**src/rtl/mii_tx_framer.sv**
```systemverilog
// MII transmit framer: turns an AXI-Stream byte stream into preamble/SFD, nibble
// data (low nibble first) and an inter-frame gap, with underrun and error signalling.
module mii_tx_framer #(
    parameter int IFG_NIBBLES = 24
) (
    input  logic       clock,
    input  logic       aresetn,
    input  logic [7:0] saxis_tdata,
    input  logic       saxis_tvalid,
    output logic       saxis_tready,
    input  logic       saxis_tlast,
    input  logic       saxis_tuser,
    output logic       mii_tx_en,
    output logic [3:0] mii_txd,
    output logic       mii_tx_er
);

    localparam int CW = $clog2((IFG_NIBBLES > 16 ? IFG_NIBBLES : 16) + 1);
    localparam logic [CW-1:0] PRE_LAST = CW'(15);
    localparam logic [CW-1:0] PRE_SFD  = CW'(14);
    // The IDLE cycle that samples tvalid is the final gap nibble, so the IFG
    // state itself runs one cycle short of IFG_NIBBLES.
    localparam logic [CW-1:0] IFG_LAST = (IFG_NIBBLES >= 2) ? CW'(IFG_NIBBLES - 2) : '0;
    localparam bit            IFG_SKIP = (IFG_NIBBLES <= 1);

    typedef enum logic [2:0] {
        ST_IDLE,
        ST_PREAMBLE,
        ST_DATA,
        ST_DISCARD,
        ST_IFG
    } state_t;

    state_t        state_q;
    logic [CW-1:0] cnt_q;
    logic [7:0]    data_q;
    logic          last_q;
    logic          user_q;
    logic          phase_q;
    logic          underrun_q;
    logic          tx_en_q;
    logic [3:0]    txd_q;
    logic          tx_er_q;

    logic pre_slot;
    logic data_slot;

    assign pre_slot     = (state_q == ST_PREAMBLE) && (cnt_q == PRE_LAST);
    assign data_slot    = (state_q == ST_DATA) && phase_q && !last_q && !underrun_q;
    assign saxis_tready = pre_slot || data_slot || (state_q == ST_DISCARD);

    assign mii_tx_en = tx_en_q;
    assign mii_txd   = txd_q;
    assign mii_tx_er = tx_er_q;

    always_ff @(posedge clock or negedge aresetn) begin
        if (!aresetn) begin
            state_q    <= ST_IDLE;
            cnt_q      <= '0;
            data_q     <= '0;
            last_q     <= 1'b0;
            user_q     <= 1'b0;
            phase_q    <= 1'b0;
            underrun_q <= 1'b0;
            tx_en_q    <= 1'b0;
            txd_q      <= '0;
            tx_er_q    <= 1'b0;
        end else if (pre_slot || data_slot) begin
            // Byte slot: either start the next byte or flag an underrun nibble.
            state_q <= ST_DATA;
            cnt_q   <= '0;
            phase_q <= 1'b0;
            tx_en_q <= 1'b1;
            if (saxis_tvalid) begin
                data_q  <= saxis_tdata;
                last_q  <= saxis_tlast;
                user_q  <= saxis_tuser;
                txd_q   <= saxis_tdata[3:0];
                tx_er_q <= saxis_tlast & saxis_tuser;
            end else begin
                underrun_q <= 1'b1;
                txd_q      <= 4'h0;
                tx_er_q    <= 1'b1;
            end
        end else begin
            case (state_q)
                ST_IDLE: begin
                    cnt_q   <= '0;
                    tx_er_q <= 1'b0;
                    if (saxis_tvalid) begin
                        state_q <= ST_PREAMBLE;
                        tx_en_q <= 1'b1;
                        txd_q   <= 4'h5;
                    end else begin
                        tx_en_q <= 1'b0;
                        txd_q   <= 4'h0;
                    end
                end
                ST_PREAMBLE: begin
                    cnt_q   <= cnt_q + 1'b1;
                    tx_en_q <= 1'b1;
                    tx_er_q <= 1'b0;
                    txd_q   <= (cnt_q == PRE_SFD) ? 4'hD : 4'h5;
                end
                ST_DATA: begin
                    if (underrun_q) begin
                        state_q    <= ST_DISCARD;
                        underrun_q <= 1'b0;
                        tx_en_q    <= 1'b0;
                        txd_q      <= 4'h0;
                        tx_er_q    <= 1'b0;
                    end else if (!phase_q) begin
                        phase_q <= 1'b1;
                        txd_q   <= data_q[7:4];
                    end else begin
                        state_q <= IFG_SKIP ? ST_IDLE : ST_IFG;
                        cnt_q   <= '0;
                        phase_q <= 1'b0;
                        last_q  <= 1'b0;
                        tx_en_q <= 1'b0;
                        txd_q   <= 4'h0;
                        tx_er_q <= 1'b0;
                    end
                end
                ST_DISCARD: begin
                    tx_en_q <= 1'b0;
                    txd_q   <= 4'h0;
                    tx_er_q <= 1'b0;
                    if (saxis_tvalid && saxis_tlast) begin
                        state_q <= IFG_SKIP ? ST_IDLE : ST_IFG;
                        cnt_q   <= '0;
                    end
                end
                ST_IFG: begin
                    tx_en_q <= 1'b0;
                    txd_q   <= 4'h0;
                    tx_er_q <= 1'b0;
                    if (cnt_q == IFG_LAST) begin
                        state_q <= ST_IDLE;
                        cnt_q   <= '0;
                    end else begin
                        cnt_q <= cnt_q + 1'b1;
                    end
                end
                default: begin
                    state_q <= ST_IDLE;
                    cnt_q   <= '0;
                    tx_en_q <= 1'b0;
                    txd_q   <= 4'h0;
                    tx_er_q <= 1'b0;
                end
            endcase
        end
    end

endmodule
```
**config.mk**
```make
export PLATFORM = sky130hd
export DESIGN_NAME = mii_tx_framer
export DESIGN_NICKNAME = d
export VERILOG_FILES = /design/src/rtl/mii_tx_framer.sv
export SDC_FILE = /design/constraint.sdc
export NUM_CORES = 1
export LEC_CHECK = 0
export ABC_AREA = 1
export CAP_MARGIN = 5
export CELL_PAD_IN_SITES_DETAIL_PLACEMENT = 1
export CELL_PAD_IN_SITES_GLOBAL_PLACEMENT = 2
export CORE_UTILIZATION = 29
export DETAILED_ROUTE_END_ITERATION = 10
export PLACE_DENSITY = 0.87
export SETUP_SLACK_MARGIN = 0.1
export SLEW_MARGIN = 20
export SYNTH_ARGS = -nofsm -noshare
export SYNTH_HDL_FRONTEND = slang
export SYNTH_SLANG_ARGS = --single-unit
```
**constraint.sdc**
```tcl
create_clock -name clock -period 1.66 [get_ports clock]
set_input_delay 0.249 -clock clock [delete_from_list [all_inputs] [get_ports clock]]
set_output_delay 0.249 -clock clock [all_outputs]
set_load 0.005 [all_outputs]
```
---- Word level (Yosys, flattened, before mapping) ----
Cells that the tools add are included.
word-level totals
  input port bits ......................... 13
  output and inout bits ................... 7
  logic and storage cells ................. 85
  ROM bits ................................ 0
  memories ................................ 0
  latch bits .............................. 0
  register bits ........................... 25
  bits in writable memories ............... 0
operators by class
  reductions and logical operators ........ 18
  div/mod/pow operators ................... 0
  bitwise operators ....................... 1
  $add $sub $neg .......................... 1
  mux-type cells .......................... 39
  order comparisons ....................... 0
  multipliers ............................. 0
  shifts and indexed selects .............. 0
  equal/unequal tests ..................... 17
operators with widths
  operator                                                number
  2-to-1 mux 5 bit                                        5
  2-to-1 mux 3 bit                                        7
  2-to-1 mux 4 bit                                        5
  one-hot mux 5 bit (4 select lines)                      1
  2-to-1 mux 1 bit                                        18
  one-hot mux 3 bit (5 select lines)                      1
  one-hot mux 4 bit (3 select lines)                      1
  == test 5 x 4 -> 1 bit (second input constant)          2
  == test 3 x 2 -> 1 bit (second input constant)          2
  inequality test 3 x 2 -> 1 bit (second input constant)  2
  inequality test 3 bit (second input constant)           2
  AND reduction 2 bit                                     3
  adder 5 x 1 -> 5 bit (second input constant)            1
  == test 5 bit (second input constant)                   1
  logical AND 1 bit                                       5
  AND reduction 5 bit                                     1
  inequality test 2 x 1 -> 1 bit (second input constant)  2
  inequality test 2 bit (second input constant)           2
  inequality test 4 x 3 -> 1 bit (second input constant)  1
  AND reduction 4 bit                                     1
  nonzero test 2 bit                                      2
  == test 3 x 1 -> 1 bit (second input constant)          1
  == test 3 bit (second input constant)                   1
  zero test 3 bit                                         1
  6 further kinds                                         8

---- Longest topological paths before layout ----
  depth after elaboration ................. 7
  mapped depth ............................ 11

---- Worst setup path before layout ----
Ideal clock, no wire load.
  kind .................................... register to output
  start ................................... register cnt_q[0]
  end ..................................... output saxis_tready
  arrival time ............................ 1.238 ns
  slack ................................... 0.173 ns
  stages on the path, launching flop included .. 9
  data required time ...................... 1.411 ns
  cell sequence ........................... dfrtp_1 > ha_1 > nand2_1 > nor2_1 > ha_1 > nand3_2 > nand2_4 > inv_2 > nand2_1
on the way
  cells in the longest elaborated chain, start to end .. 4
ends and longest elaborated chain
  what                            RTL line  text
  from (decl)                     35        logic [CW-1:0] cnt_q;
  from (signal assigned)          100       cnt_q <= cnt_q + 1'b1;
  from (signal assigned)          142       cnt_q <= cnt_q + 1'b1;
  == test 5 x 4 -> 1 bit          48        assign pre_slot = (state_q == ST_PREAMBLE) && (cnt_q == PRE_LAST);
  logical AND 1 bit               48
  logical OR 1 bit (2 in series)  50        assign saxis_tready = pre_slot || data_slot || (state_q == ST_DISCARD);
  to (decl)                       10        output logic saxis_tready,
No other way between the ends.

---- Worst setup path in the final report ----
Same ends and word-level chain as after synthesis.

==> impl_results.md <==
* Worst path required time at 1410 ps
* Max Freq at around 550 MHz
* Tcrit/Tclk final at 1.09
* Via count at between 1000 and 1500
* CP Launch Type: register
* Clock root buffer master: clkbuf_8
* Worst VDD drop at about 0.0006 V
* Layout net count at 218
* Async set-reset flop share out of synthesis at 1.00
* Area Overhead vs Synth at 66.7%
* Post-synth EDFFs at 0
* Final core utilization at 0.518
* Final WL at between 3000 and 4000 um
* Synthesized net count at roughly 170
* Power density over cell area at approximately 840 nW/um^2
* Post-route insts no fill at about 250
* Clk_skew at 3.78 ps
* GPL Wtd Cong at 0.799
* GR Util All Layers at 0.194
* Initial antenna violation count at 0
* Top cell type's share of synthesized area at 0.452
* First-pass DRT Iterations at 4
* Diode count at 0
* First-pass GRT wire length at approximately 6300 um
* R2R cell count at 13
* Leak Pwr at 0.946 nW
* I/O pins at 20
* Largest net degree at the start of global routing at 22
* Placed Area at around 1500 sq um
* Synth Instances at 149
* Average vias per placed instance at 4.82
* Post-synth top area cell: dfrtp_1
* R2R Path Start: cnt_q[0]
* Total CTS buffers at 3
* Worst hold slack at approximately 330 ps
* Synth Cell Area at 1160 sq um
* WL/cell at 15.6 um
* Worst hold path type: in -> async
* Status: finished with violations
* Worst-Margin Slew at ~320 ps
* Core area at roughly 3700 sq um
* Synth area leaders: dfrtp_1 (45%), nand2_1 (17%), nand3_1 (9.0%), inv_1 (4.8%), ha_1 (3.2%)
* Vias in the first global route at 1272
* Layout cells sized above 1 at 0.433
* Final slew viol count at 0
* DRT iter0 DRCs at 58
* Worst-path clk slew at 90 ps
* Die X at between 60 and 70 um
* Place WS at -256 ps
* Top FF cell, synth: dfrtp_1
* Failing checks: negative setup slack
* Htree depth at 1
* Rows at 22
* Final hold vios at 0
* Total congestion overflow at 0
* Setup CP Type: reg -> out
* Drc violations at 0
* Most common cell in the netlist: nand2_1
* Synth cell count leaders: nand2_1 (53), dfrtp_1 (21), nand3_1 (21), inv_1 (15), o21ai_0 (7)
* Fin crit period at ~1800 ps
* Slew headroom at 0.789
* # Max-Cap Violations at 0
* Total die area at 4270 sq um
* Syn_area_per_cell at approximately 8 sq um
* I/O Buffers at 19
* R2R setup slack at -100 ps
* # setup viols final at 14
* Arrival @ worst endpoint at 1560 ps
* Post-synthesis sequential area ratio at 0.452
* Worst r2r dst: last_q
* Finished layout cell area at slightly below 2000 sq um
* CP Launch Point: cnt_q[0]
* Clk buf depth at 2
* Post-route ant nets at 0
* Critical Path Fanout Max at 2
* RSZ-0062 raised after global routing: yes
* Final WS setup at -147 ps
* Ys Warns at 0
* Critical path capture point type: output pin
* CTS tree: built
* Placed Instances at 234
* Worst Setup EP: saxis_tready
* Num Clock Sinks at 21
* Skew-Pair Late Insertion Delay at roughly 270 ps
* DPL Wire Length at around 2600 um
* Yosys reg bits at 21
* Initial Util at 0.311
* Netlist cell types at 22
* Die H at between 60 and 70 um
[metal layers]
layer / wire length [um] / up-vias / global-route usage
met5: 0 / - / 0
met4: 18 / 0 / 0.0489
met3: 65 / 2 / 0.0278
met2: 2150 / 11 / 0.357
met1: 1640 / 604 / 0.233
li1: - / 584 / -
[kinds of logic after synthesis]
kind of cell / after synthesis / share of synthesized area
simple gates: 91 / 0.361
compound gates: 13 / 0.0677
xor+xnor: 2 / 0.0151
fa+ha+maj: 3 / 0.0323
buf+inv: 19 / 0.0720
flops: 21 / 0.452
[power by group]
| part | switching [mW] | total, mW | leakage (nW) | internal (mW) |
|---|---|---|---|---|
| clock | 0.190 | 0.357 | 0.0255 | 0.168 |
| combinational | 0.335 | 0.633 | 0.645 | 0.299 |
| sequential | 0.0504 | 0.634 | 0.276 | 0.584 |
| total | 0.575 | 1.62 | 0.946 | 1.05 |
[state kept, by name, indices dropped and copies added (netlist names)]
register and count:
cnt_q 5, data_q 4, mii_txd 4, state_q 3, last_q 1, mii_tx_en 1, mii_tx_er 1, phase_q 1
underrun_q 1
[cell type report]
type                            count  area (sq um)
Clock inverter                      1          5.00
Tap cell                           48          60.1
Inverter                           17          63.8
Sequential cell                    21           526
Timing Repair Buffer               50           469
Multi-Input combinational cell    109           774
Clock buffer                        3          41.3
Fill cell                         440          1800
[stage by stage]
step	power (mW)	setup TNS (ps)
2_1_floorplan	0.856	0
3_3_place_gp	1.08	-186
3_5_place_dp	1.11	-319
4_1_cts	1.51	-816
5_1_grt	1.71	-2430
6_report	1.62	-960
[what timing repair did]
| item | in CTS | in global routing |
|---|---|---|
| pin swaps | 13 | 9 |
| cloned | 1 | 0 |
| resized for setup | 33 | 41 |
| hold buffers | 0 | 0 |
| endpoints found under the setup margin | 14 | 21 |
| buffers inserted | 8 | 6 |
[layout by cell type, fill, tap and decap left out]
master           netlist  routed
a21oi_1                3       3
a22oi_2                0       1
buf_12                 0       2
buf_2                  1       1
buf_4                  0      22
buf_6                  0       7
clkbuf_8               0       3
clkdlybuf4s50_1        0      18
clkinv_2               0       1
dfrtp_1               21      21
ha_2                   0       2
ha_4                   0       1
inv_1                 15      13
inv_2                  2       4
nand2_1               53      37
nand2_2                2      12
nand2_4                3       6
nand2_8                0       3
nand3_1               21      12
nand3_2                1       7
nand3_4                0       3
nand4_1                3       3
nor2_1                 5       3
nor2_2                 1       2
nor2_4                 1       2
nor3_2                 0       1
o211ai_2               1       1
o21ai_0                7       2
o21ai_2                1       6
xor2_1                 2       2
[worst min path at each step]
stage,start,to,depth (start not counted)
floorplan,aresetn,cnt_q[0],0
global placement,data_q[4],data_q[4],2
detailed placement,data_q[5],mii_txd[1],2
CTS,aresetn,underrun_q,2
global route,aresetn,state_q[2],2
finish,aresetn,underrun_q,2
[worst max-delay path, stage by stage, from the launching register on]
cell and delay (ps):
dfrtp_1 420, ha_4 160, nand2_2 50, nor2_2 90, ha_2 210, nand3_4 90, nand2_4 80, inv_2 40
nand2_1 50, buf_2 100
No activity file was read; power rests on OpenSTA's default activity.
